## src/rtl/l2_request_arbiter.sv

```systemverilog
// l2_request_arbiter
// Shares the single L2 request port between the instruction cache and the
// data cache. A grant is held until a full cache line of fulfilled beats
// has completed, or until the owner withdraws its request (abort). The two
// line transfers are therefore never interleaved.
//
// Build option:
//   XENTRY_L2_ARB_ROUND_ROBIN_EN  defined     -> a tie in idle goes to the cache
//                                                that was not served last
//                                 not defined -> fixed priority; dcache wins ties
//
// Address, type, store data and valid of the owner are routed combinationally
// to the L2 port. L2 fulfilment is routed combinationally back to the owner.

package l2_request_arbiter_pkg;
  typedef enum logic {
    LOAD  = 1'b0,
    STORE = 1'b1
  } memory_operation_e;
endpackage

module l2_request_arbiter
  import l2_request_arbiter_pkg::*;
#(
  parameter int XLEN           = 32,
  parameter int WORDS_PER_LINE = 4
) (
  input  logic              clk,
  input  logic              reset_n,

  // instruction cache side
  input  logic              ic_req_valid,
  input  memory_operation_e ic_req_type,
  input  logic [XLEN-1:0]   ic_req_address,
  input  logic [XLEN-1:0]   ic_req_store_word,
  output logic              ic_req_fulfilled,
  output logic [XLEN-1:0]   ic_req_loaded_word,

  // data cache side
  input  logic              dc_req_valid,
  input  memory_operation_e dc_req_type,
  input  logic [XLEN-1:0]   dc_req_address,
  input  logic [XLEN-1:0]   dc_req_store_word,
  output logic              dc_req_fulfilled,
  output logic [XLEN-1:0]   dc_req_loaded_word,

  // L2 side
  output logic              l2_req_valid,
  output memory_operation_e l2_req_type,
  output logic [XLEN-1:0]   l2_req_address,
  output logic [XLEN-1:0]   l2_req_store_word,
  input  logic              l2_req_fulfilled,
  input  logic [XLEN-1:0]   l2_req_loaded_word
);

  localparam int            BW        = $clog2(WORDS_PER_LINE);
  localparam logic [BW-1:0] LAST_BEAT = BW'(WORDS_PER_LINE - 1);

  typedef enum logic [1:0] {
    ST_IDLE     = 2'd0,
    ST_GRANT_IC = 2'd1,
    ST_GRANT_DC = 2'd2
  } state_e;

  state_e        r_state;
  logic [BW-1:0] r_beat_count;
  logic          r_last_served;   // 1 = dcache was the most recent owner

  logic          w_tie_to_dc;     // winner when both caches request in idle
  logic          w_owner_valid;   // valid of whichever cache holds the grant
  logic          w_last_beat;     // current beat closes the line

`ifdef XENTRY_L2_ARB_ROUND_ROBIN_EN
  // Fair tie-break: the cache that was not served last goes first.
  // After reset last_served points at the icache, so the dcache wins first.
  assign w_tie_to_dc = ~r_last_served;
`else
  // Fixed priority: the dcache always wins a tie. last_served is still
  // tracked so both builds carry identical state.
  logic w_unused_last_served;
  assign w_tie_to_dc          = 1'b1;
  assign w_unused_last_served = r_last_served;
`endif

  assign w_last_beat = (r_beat_count == LAST_BEAT);

  // Load data fans out to both caches; each qualifies it with its own fulfilled.
  assign ic_req_loaded_word = l2_req_loaded_word;
  assign dc_req_loaded_word = l2_req_loaded_word;

  // Select the valid of the current owner for abort detection
  always_comb begin
    w_owner_valid = 1'b0;
    case (r_state)
      ST_GRANT_IC: w_owner_valid = ic_req_valid;
      ST_GRANT_DC: w_owner_valid = dc_req_valid;
      default:     w_owner_valid = 1'b0;
    endcase
  end

  // Arbitration FSM: grant, beat counting, release on last beat or abort
  always_ff @(posedge clk or negedge reset_n) begin
    if (!reset_n) begin
      r_state       <= ST_IDLE;
      r_beat_count  <= '0;
      r_last_served <= 1'b0;
    end else begin
      case (r_state)
        ST_IDLE: begin
          // L2 fulfilment is ignored here; only the request valids matter.
          r_beat_count <= '0;
          if (ic_req_valid && dc_req_valid) begin
            r_state <= w_tie_to_dc ? ST_GRANT_DC : ST_GRANT_IC;
          end else if (dc_req_valid) begin
            r_state <= ST_GRANT_DC;
          end else if (ic_req_valid) begin
            r_state <= ST_GRANT_IC;
          end
        end

        ST_GRANT_IC, ST_GRANT_DC: begin
          if (!w_owner_valid) begin
            // Owner withdrew mid-line: drop the grant and forget the partial line.
            r_state       <= ST_IDLE;
            r_beat_count  <= '0;
            r_last_served <= (r_state == ST_GRANT_DC);
          end else if (l2_req_fulfilled) begin
            if (w_last_beat) begin
              r_state       <= ST_IDLE;
              r_beat_count  <= '0;
              r_last_served <= (r_state == ST_GRANT_DC);
            end else begin
              r_beat_count <= r_beat_count + BW'(1);
            end
          end
        end

        default: begin
          r_state <= state_e'(2'bxx);
        end
      endcase
    end
  end

  // Route the owner's request to L2 and L2 fulfilment back to the owner
  always_comb begin
    l2_req_valid      = 1'b0;
    l2_req_type       = LOAD;
    l2_req_address    = '0;
    l2_req_store_word = '0;
    ic_req_fulfilled  = 1'b0;
    dc_req_fulfilled  = 1'b0;
    case (r_state)
      ST_IDLE: begin
        l2_req_valid      = 1'b0;
        l2_req_type       = LOAD;
        l2_req_address    = '0;
        l2_req_store_word = '0;
      end

      ST_GRANT_IC: begin
        l2_req_valid      = ic_req_valid;
        l2_req_type       = ic_req_type;
        l2_req_address    = ic_req_address;
        l2_req_store_word = ic_req_store_word;
        ic_req_fulfilled  = l2_req_fulfilled;
      end

      ST_GRANT_DC: begin
        l2_req_valid      = dc_req_valid;
        l2_req_type       = dc_req_type;
        l2_req_address    = dc_req_address;
        l2_req_store_word = dc_req_store_word;
        dc_req_fulfilled  = l2_req_fulfilled;
      end

      default: begin
        l2_req_valid      = 1'bx;
        l2_req_type       = memory_operation_e'(1'bx);
        l2_req_address    = 'x;
        l2_req_store_word = 'x;
        ic_req_fulfilled  = 1'bx;
        dc_req_fulfilled  = 1'bx;
      end
    endcase
  end

endmodule

```

## config.mk

```make
export PLATFORM = sky130hd
export DESIGN_NAME = l2_request_arbiter
export DESIGN_NICKNAME = d
export VERILOG_FILES = /design/src/rtl/l2_request_arbiter.sv
export SDC_FILE = /design/constraint.sdc
export NUM_CORES = 1
export LEC_CHECK = 0
export ABC_AREA = 0
export CAP_MARGIN = 20
export CORE_AREA = 5 5 113 115
export DETAILED_ROUTE_END_ITERATION = 16
export DIE_AREA = 0 0 118 120
export PLACE_DENSITY = 0.62
export RECOVER_POWER = 50
export REMOVE_ABC_BUFFERS = 1
export SYNTH_ARGS = -nofsm -noshare
export SYNTH_HDL_FRONTEND = slang
export SYNTH_SLANG_ARGS = --single-unit
```

## constraint.sdc

```tcl
create_clock -name clk -period 1.7 [get_ports clk]
set_input_delay 0.255 -clock clk [delete_from_list [all_inputs] [get_ports clk]]
set_output_delay 0.255 -clock clk [all_outputs]
set_load 0.02 [all_outputs]
```

# == After elaboration in Yosys (flattened, before gate mapping) ==
# Cells that the tools add are included.
# word_totals
reg_bits,4
output_inout_bits,132
elab_cells,35
# classes
add_sub_neg,1
muxes,18
eq_ne,6
n_reduce_logical,8
# ops
cell,count
one-hot mux 32 bit (3 select lines),2
2-to-1 mux 2 bit,9
one-hot mux 2 bit (2 select lines),2
!= test 3 bit (second input constant),2
one-hot mux 1 bit (2 select lines),3
one-hot mux 1 bit (3 select lines),2
OR reduction 2 bit,3
== test 2 bit (second input constant),2
!= test 4 bit (second input constant),1
AND reduction 3 bit,1
adder 2 x 1 -> 2 bit (second input constant),1
== test 2 x 1 -> 1 bit (second input constant),1
zero test 2 bit,1
AND reduction 2 bit,1
nonzero test 2 bit,1
logical AND 1 bit,1

# == Longest topological paths before layout ==
# Gate-level depths: netlist (run 1).
# depth
word_depth,5
ltp_mapped,7

# == Worst setup path after synthesis (run 1) ==
# Ideal clock, no wire load.
# synth_timing
path_type,register to output
start,register r_state[0]
end,output ic_req_fulfilled
path_slack_ns,0.115
path_stages_with_launch,7
arrival_time_ns,1.330
required_ns,1.445
cell_sequence,dfrtp_1 -> inv_1 -> ha_1 -> buf_6 -> buf_6 -> buf_6 -> nor3b_2
# synth_between
elab_chain_cells,3
# synth_rtl
element,line_no,text
"start, declared",65,state_e r_state;
"start signal, assigned",113,r_state <= w_tie_to_dc ? ST_GRANT_DC : ST_GRANT_IC;
"start signal, assigned",139,r_state <= state_e'(2'bxx);
== test 2 bit / zero test 2 bit (equally long branches),153,case (r_state)
OR reduction 2 bit (no line),-,
one-hot mux 1 bit (2 select lines) *,153,
"end, declared",36,"output logic ic_req_fulfilled,"
# Every way passes the cells marked *; elsewhere a longest branch is shown, timed or not.

# == Worst setup path after layout (run 1) ==
# layout_timing
start,register r_state[0]
end,output l2_req_address[10]
# layout_between
elab_chain_cells,2
# layout_rtl
element,line_no,text
== test 2 bit (tied with other cells),153,
one-hot mux 32 bit (3 select lines) *,153,
"end, declared",50,"output logic [XLEN-1:0] l2_req_address,"
# Marked as above.

==> reports/metrics.csv, run 1 <==
stage;metric;value;unit
status;result of the run;complete, but fails checks;
status;failing checks;negative setup slack;
yosys;Synth Cell Area;1940;sq um
global_routing;GRT overflow;0;
critical_path;r2r setup slk;170;ps
timing;Worst Skew;1.53;ps
yosys;Gate Count Post-Synth;252;
critical_path;slowest stage cell, crit path;dfrtp_1;
drt;Antenna Nets Post-Route;0;
critical_path;Crit path arrival time;1590;ps
floorplan;die area;14200;sq um
floorplan;Starting Density;16.6;%
critical_path;Crit. End Element;output port;
clocking;# H-tree levels;1;
timing;RSZ-0062 raised after global routing;true;
drt;initial DRC count;73;
power_and_ir_drop;Peak VDD IR;0.944;mV
critical_path;kind of critical path;flip-flop to output port;
floorplan;die height;120;um
timing;setup TNS;-6680;ps
global_routing;initial antenna violation count;0;
yosys;register area share after synthesis;5.16;%
floorplan;IO Pins;299;
global_routing;largest net degree at the start of global routing;32;
clocking;clk root buf;clkbuf_16;
global_routing;vias in the first global route;2785;
drt;Vias/cell;4.55;
finish;final net count;582;
timing;min cycle time layout;1850;ps
finish;Area Growth Syn to Fin;138;%
clocking;CTS Buffer Depth;2;
critical_path;CP peak stage delay;380;ps
place;Cells after DPL;530;
place;GPL Wtd Cong;0.845;
yosys;Unique masters post-synth;26;
finish;fillers;1172;
timing;Tightest Pin Transition;257;ps
clocking;CTS tree;done;
clocking;CTS Buf Count;3;
clocking;CTS sink cnt;4;
timing;Fmax achieved;541;MHz
drt;DRT Pass-1 Iters;4;
critical_path;depth of the worst register-to-register path;6;
place;DP Worst Slack;-442;ps
finish;non-filler cells, final;556;
critical_path;Worst EP required;1440;ps
finish;ANT cells;0;
clocking;Clk pin slew, worst setup/hold paths;30;ps
timing;Tcrit/Tclk final;109;%
min_path;min-delay worst type;input port to async pin;
finish;design area;4620;sq um
critical_path;Worst path top cell family by delay;buffers and inverters;
global_routing;first-pass GRT wire length;19800;um
drt;residual DRC count;0;
critical_path;largest fanout on the critical path;5;
timing;Hold Slack;316;ps
clocking;# hold bufs at CTS;0;
drt;DR vias;2528;
power_and_ir_drop;cell leakage power;1.69;nW
timing;Relative slew margins;82.6;%
floorplan;die width;118;um
global_routing;GRT Util Overall;18.7;%
timing;final setup margin;-147;ps
yosys;Synth Register Bits;4;
drt;DR WL/cell;25.8;um
yosys;synthesis warning total;0;
place;DP Wirelength;10800;um
critical_path;Critical Path, Cell by Cell;buf_6 -> ha_4 -> buf_12 -> buf_12 -> a22oi_2 -> nor2_4 -> buf_6;
timing;endpoints failing setup;66;
place;IO buf count;202;
timing;Final Hold Fails;0;
power_and_ir_drop;Pwr per Cell Area;1780;nW/um^2
place;dpl cell area;3650;sq um
finish;fraction of layout cells with a size suffix above 1;56.2;%
floorplan;CORE AREA;11700;sq um
timing;max-slew violations;0;
drt;Total Routed Length;14300;um
critical_path;Reg2Reg Capture Point;r_beat_count[0];
critical_path;worst r2r src;r_state[0];
clocking;worst-skew pair later-pin latency;220;ps
floorplan;Core Rows;40;
yosys;Avg Cell Area, Syn;7.70;sq um
run;max-cap violations;0;
critical_path;Crit path buffers/inverters;4;
critical_path;type of origin of the critical path;flip-flop;
[how the worst max path moves through the flow]
stage               startpoint                    end  slack [ps]  depth (start not counted)
CTS                 r_state[0]  l2_req_store_word[12]        -160                          7
global route        r_state[1]  l2_req_store_word[21]        -180                          7
floorplan           r_state[0]     l2_req_address[17]       -1300                          4
global placement    r_state[0]  l2_req_store_word[31]        -410                          6
finish              r_state[0]     l2_req_address[10]        -150                          7
detailed placement  r_state[0]  l2_req_store_word[31]        -440                          6
[cell type report]
type | count | area (sq um) | share of cell area, %
timing repair buffer | 240 | 2720 | 59.0
multi-input combinational | 158 | 1510 | 32.8
tap | 147 | 184 | 3.98
sequential | 4 | 100 | 2.17
clock buffer | 3 | 75.1 | 1.63
inverter | 4 | 22.5 | 0.488
[metal layers]
| metal | wire length, um | global-route usage, % |
|---|---|---|
| met5 | 93 | 5.88 |
| met4 | 130 | 1.29 |
| met3 | 2400 | 14.7 |
| met2 | 6960 | 31.1 |
| met1 | 4760 | 19.0 |
[worst reg2reg max path: stages (launching register included)]
cell,delay (ps)
dfrtp_1,380
inv_2,120
ha_4,240
buf_4,150
or2_1,230
a31oi_1,190
o21ai_0,100
[registers in the layout, summed over array words and instances (netlist names)]
name,count
r_state,2
r_beat_count,2
[cells by family (layout without fill, tap and decap cells)]
| group | count (synthesis) | after routing | share of synthesized area, % |
|---|---|---|---|
| buf+inv | 90 | 247 | 35.7 |
| simple gates | 80 | 80 | 20.8 |
| compound gates | 73 | 73 | 35.3 |
| fa+ha+maj | 4 | 4 | 2.58 |
| flops | 4 | 4 | 5.16 |
| mux | 1 | 1 | 0.516 |
[cells in the mapped netlist (all sizes together)]
cell type  instances  area, sq um
a22oi             65          638
nand2              6         22.5
and2               1         6.26
a22o               1         8.76
mux2i              1         10.0
nor2b              2         12.5
a21oi              1         5.00
a31oi              2         12.5
o22ai              1         6.26
inv                4         15.0
or2                1         6.26
buf               83          666
clkbuf             3         11.3
o21ai              3         15.0
nor4bb             1         10.0
dfrtp              4          100
nor3b              1         12.5
ha                 4         50.1
nor2              67          327
nand2b             1         6.26
[layout by cell type, fill, tap and decap left out, types with 2 or more instances in the layout]
cell,netlist,final
clkdlybuf4s50_1,0,133
a22oi_2,30,63
buf_6,14,54
nor2_2,30,29
buf_4,65,27
nor2_4,0,22
nor2_1,37,16
buf_16,0,12
buf_12,0,9
nand2_1,6,6
clkbuf_16,0,5
dfrtp_1,4,4
ha_4,0,3
inv_2,1,2
a22oi_1,35,2
nor2b_1,2,2
a31oi_1,2,2
o21ai_0,2,2
buf_2,4,2
[where the power goes]
group | internal, W | switching, W
Sequential | 0.000125 | 0.0000260
Combinational | 0.00387 | 0.00386
Clock | 0.000300 | 0.0000637
[metrics by stage]
step | utilization, % | power [W]
2_1_floorplan | - | 0.00274
3_3_place_gp | 31.2 | 0.00502
3_5_place_dp | 31.2 | 0.00508
4_1_cts | 36.8 | 0.00776
5_1_grt | 39.4 | 0.00870
6_report | 39.4 | 0.00824
[timing repair]
action,in CTS,in global routing
cloned,13,2
resized for setup,414,81
endpoints found under the hold margin,0,0
buffers inserted,10,0
setup endpoints to repair,68,67
pin swaps,21,13
Power figures use the tool's default switching activity.
==> run 2: changes to the inputs <==
--- a/config.mk
+++ b/config.mk
@@ -8,6 +8,7 @@
 export ABC_AREA = 0
 export CAP_MARGIN = 20
 export CORE_AREA = 5 5 113 115
+export CTS_CLUSTER_SIZE = 12
 export DETAILED_ROUTE_END_ITERATION = 16
 export DIE_AREA = 0 0 118 120
 export PLACE_DENSITY = 0.62
==> results of run 2 <==
Final layout, timing and power as in run 1 (identical DEF).
==> run 3: changes to the inputs <==
--- a/config.mk
+++ b/config.mk
@@ -8,11 +8,11 @@
 export ABC_AREA = 0
 export CAP_MARGIN = 20
 export CORE_AREA = 5 5 113 115
+export CTS_CLUSTER_DIAMETER = 200
 export CTS_CLUSTER_SIZE = 12
 export DETAILED_ROUTE_END_ITERATION = 16
 export DIE_AREA = 0 0 118 120
 export PLACE_DENSITY = 0.62
-export RECOVER_POWER = 50
 export REMOVE_ABC_BUFFERS = 1
 export SYNTH_ARGS = -nofsm -noshare
 export SYNTH_HDL_FRONTEND = slang
==> reports/metrics.csv, run 3 (synthesized netlist as in run 1, its figures left out) <==
stage;metric;value;unit;change
place;IO buf count;202;;unchanged
floorplan;CORE AREA;11700;sq um;unchanged
critical_path;Crit path arrival time;1590;ps;about the same
place;DP Wirelength;10800;um;unchanged
place;GPL Wtd Cong;0.845;;unchanged
min_path;min-delay worst type;input port to async pin;;
critical_path;kind of critical path;flip-flop to output port;;
finish;fraction of layout cells with a size suffix above 1;56.2;%;unchanged
floorplan;die width;118;um;unchanged
power_and_ir_drop;Peak VDD IR;0.944;mV;unchanged
critical_path;Crit. End Element;output port;;
run;max-cap violations;0;;unchanged
critical_path;largest fanout on the critical path;5;;unchanged
clocking;CTS tree;done;;
finish;Top Registers;r_beat_count: 2 flops, r_state: 2 flops;;
timing;Final Hold Fails;0;;unchanged
place;dpl cell area;3650;sq um;unchanged
global_routing;first-pass GRT wire length;19800;um;unchanged
timing;Worst Skew;1.53;ps;+0.0000100 ps
global_routing;initial antenna violation count;0;;unchanged
drt;DR WL/cell;25.8;um;about the same
drt;Total Routed Length;14300;um;about the same
global_routing;vias in the first global route;2785;;unchanged
clocking;clk root buf;clkbuf_16;;
floorplan;Core Rows;40;;unchanged
clocking;worst-skew pair later-pin latency;220;ps;about the same
floorplan;die height;120;um;unchanged
critical_path;r2r setup slk;170;ps;about the same
floorplan;IO Pins;299;;unchanged
finish;Finished Core Util;39.4;%;unchanged
timing;final setup margin;-148;ps;-0.0400 ps
finish;ANT cells;0;;unchanged
timing;RSZ-0062 raised after global routing;true;;
clocking;CTS Buffer Depth;2;;unchanged
timing;max-slew violations;0;;unchanged
drt;Vias/cell;4.55;;about the same
finish;commonest non-fill, non-tap cell in the layout;clkdlybuf4s50_1;;
critical_path;worst r2r src;r_state[0];;
status;failing checks;negative setup slack;;
timing;Tightest Pin Transition;257;ps;unchanged
drt;DRT Pass-1 Iters;4;;unchanged
timing;Tcrit/Tclk final;109;%;about the same
timing;endpoints failing setup;66;;unchanged
drt;Antenna Nets Post-Route;0;;unchanged
timing;Fmax achieved;541;MHz;about the same
global_routing;GRT Util Overall;18.7;%;unchanged
floorplan;Starting Density;16.6;%;unchanged
clocking;# hold bufs at CTS;0;;unchanged
critical_path;type of origin of the critical path;flip-flop;;
finish;final net count;582;;unchanged
critical_path;Reg2Reg Capture Point;r_beat_count[0];;
status;result of the run;complete, but fails checks;;
finish;commonest cells after routing, fill and taps aside;134 x clkdlybuf4s50_1, 63 x a22oi_2, 54 x buf_6, 29 x nor2_2, 27 x buf_4;;
drt;residual DRC count;0;;unchanged
power_and_ir_drop;cell leakage power;1.69;nW;about the same
finish;Register Area;100;sq um;unchanged
timing;min cycle time layout;1850;ps;+0.0400 ps
power_and_ir_drop;Pwr per Cell Area;1780;nW/um^2;about the same
global_routing;GRT overflow;0;;unchanged
finish;fillers;1172;;unchanged
critical_path;depth of the worst register-to-register path;6;;unchanged
critical_path;Worst EP required;1440;ps;about the same
drt;initial DRC count;73;;unchanged
floorplan;die area;14200;sq um;unchanged
clocking;# H-tree levels;1;;unchanged
clocking;CTS Buf Count;3;;unchanged
finish;design area;4620;sq um;unchanged
finish;Multi-input gate area;1510;sq um;unchanged
timing;Relative slew margins;82.6;%;unchanged
power_and_ir_drop;post-layout power;0.00824;W;about the same
finish;Area Growth Syn to Fin;138;%;unchanged
clocking;Clk pin slew, worst setup/hold paths;30;ps;about the same
drt;DR vias;2530;;+0.079%
clocking;CTS sink cnt;4;;unchanged
global_routing;largest net degree at the start of global routing;32;;unchanged
## run 3: cell count changes in the layout (fill, tap and decap cells not counted)
cell             previous run  this run
clkdlybuf4s50_1           133       134
dlygate4sd3_1               1         0
## run 3: worst max path at each step
stage	cells past startpoint	startpoint	to	slack, ps
final	7	r_state[0]	l2_req_address[10]	-150
after global routing	7	r_state[1]	l2_req_store_word[21]	-180
after CTS	7	r_state[0]	l2_req_store_word[12]	-160
after detailed placement	6	r_state[0]	l2_req_store_word[31]	-440
after global placement	6	r_state[0]	l2_req_store_word[31]	-410
after floorplan	4	r_state[0]	l2_req_address[17]	-1300
## run 3: where the power goes
part,switching (W),internal [W]
clock,0.0000637,0.000300
combinational,0.00386,0.00387
sequential,0.0000260,0.000125
## run 3: layout make-up
class / count / share of cell area, %
Clock buffer: 3 / 1.63
Inverter: 4 / 0.488
Multi-Input combinational cell: 158 / 32.8
Sequential cell: 4 / 2.17
Tap cell: 147 / 3.98
Timing Repair Buffer: 240 / 59.0
## run 3: worst max-delay path, stage by stage, from the launching register on
cell and delay, ps:
dfrtp_1 380, buf_6 130, ha_4 180, buf_12 150, buf_12 130, a22oi_2 220
nor2_4 50, buf_6 130
## run 3: layer usage
metal | vias up | global-route usage [%] | routed length (um)
met5 | - | 5.88 | 93
met3 | 14 | 14.7 | 2420
met1 | 1175 | 19.0 | 4730
met4 | 2 | 1.29 | 130
li1 | 1144 | - | -
met2 | 195 | 31.1 | 6960
## run 3: repair_timing
action	4_1_cts	5_1_grt
gates resized for setup	414	81
buffers inserted	10	0
endpoints found under the setup margin	68	67
endpoints found under the hold margin	0	0
cloned	13	2
pin swaps	21	13
## run 3: stage by stage
stage               TNS (ps)  hold slack, ps  std cells  setup WS (ps)
global placement      -21030             475        530           -411
detailed placement    -23300             480        530           -442
floorplan             -83650           -40.6        166          -1300
global route          -10280             254        556           -184
finish                 -6680             245        556           -148
CTS                    -6650             249        556           -159
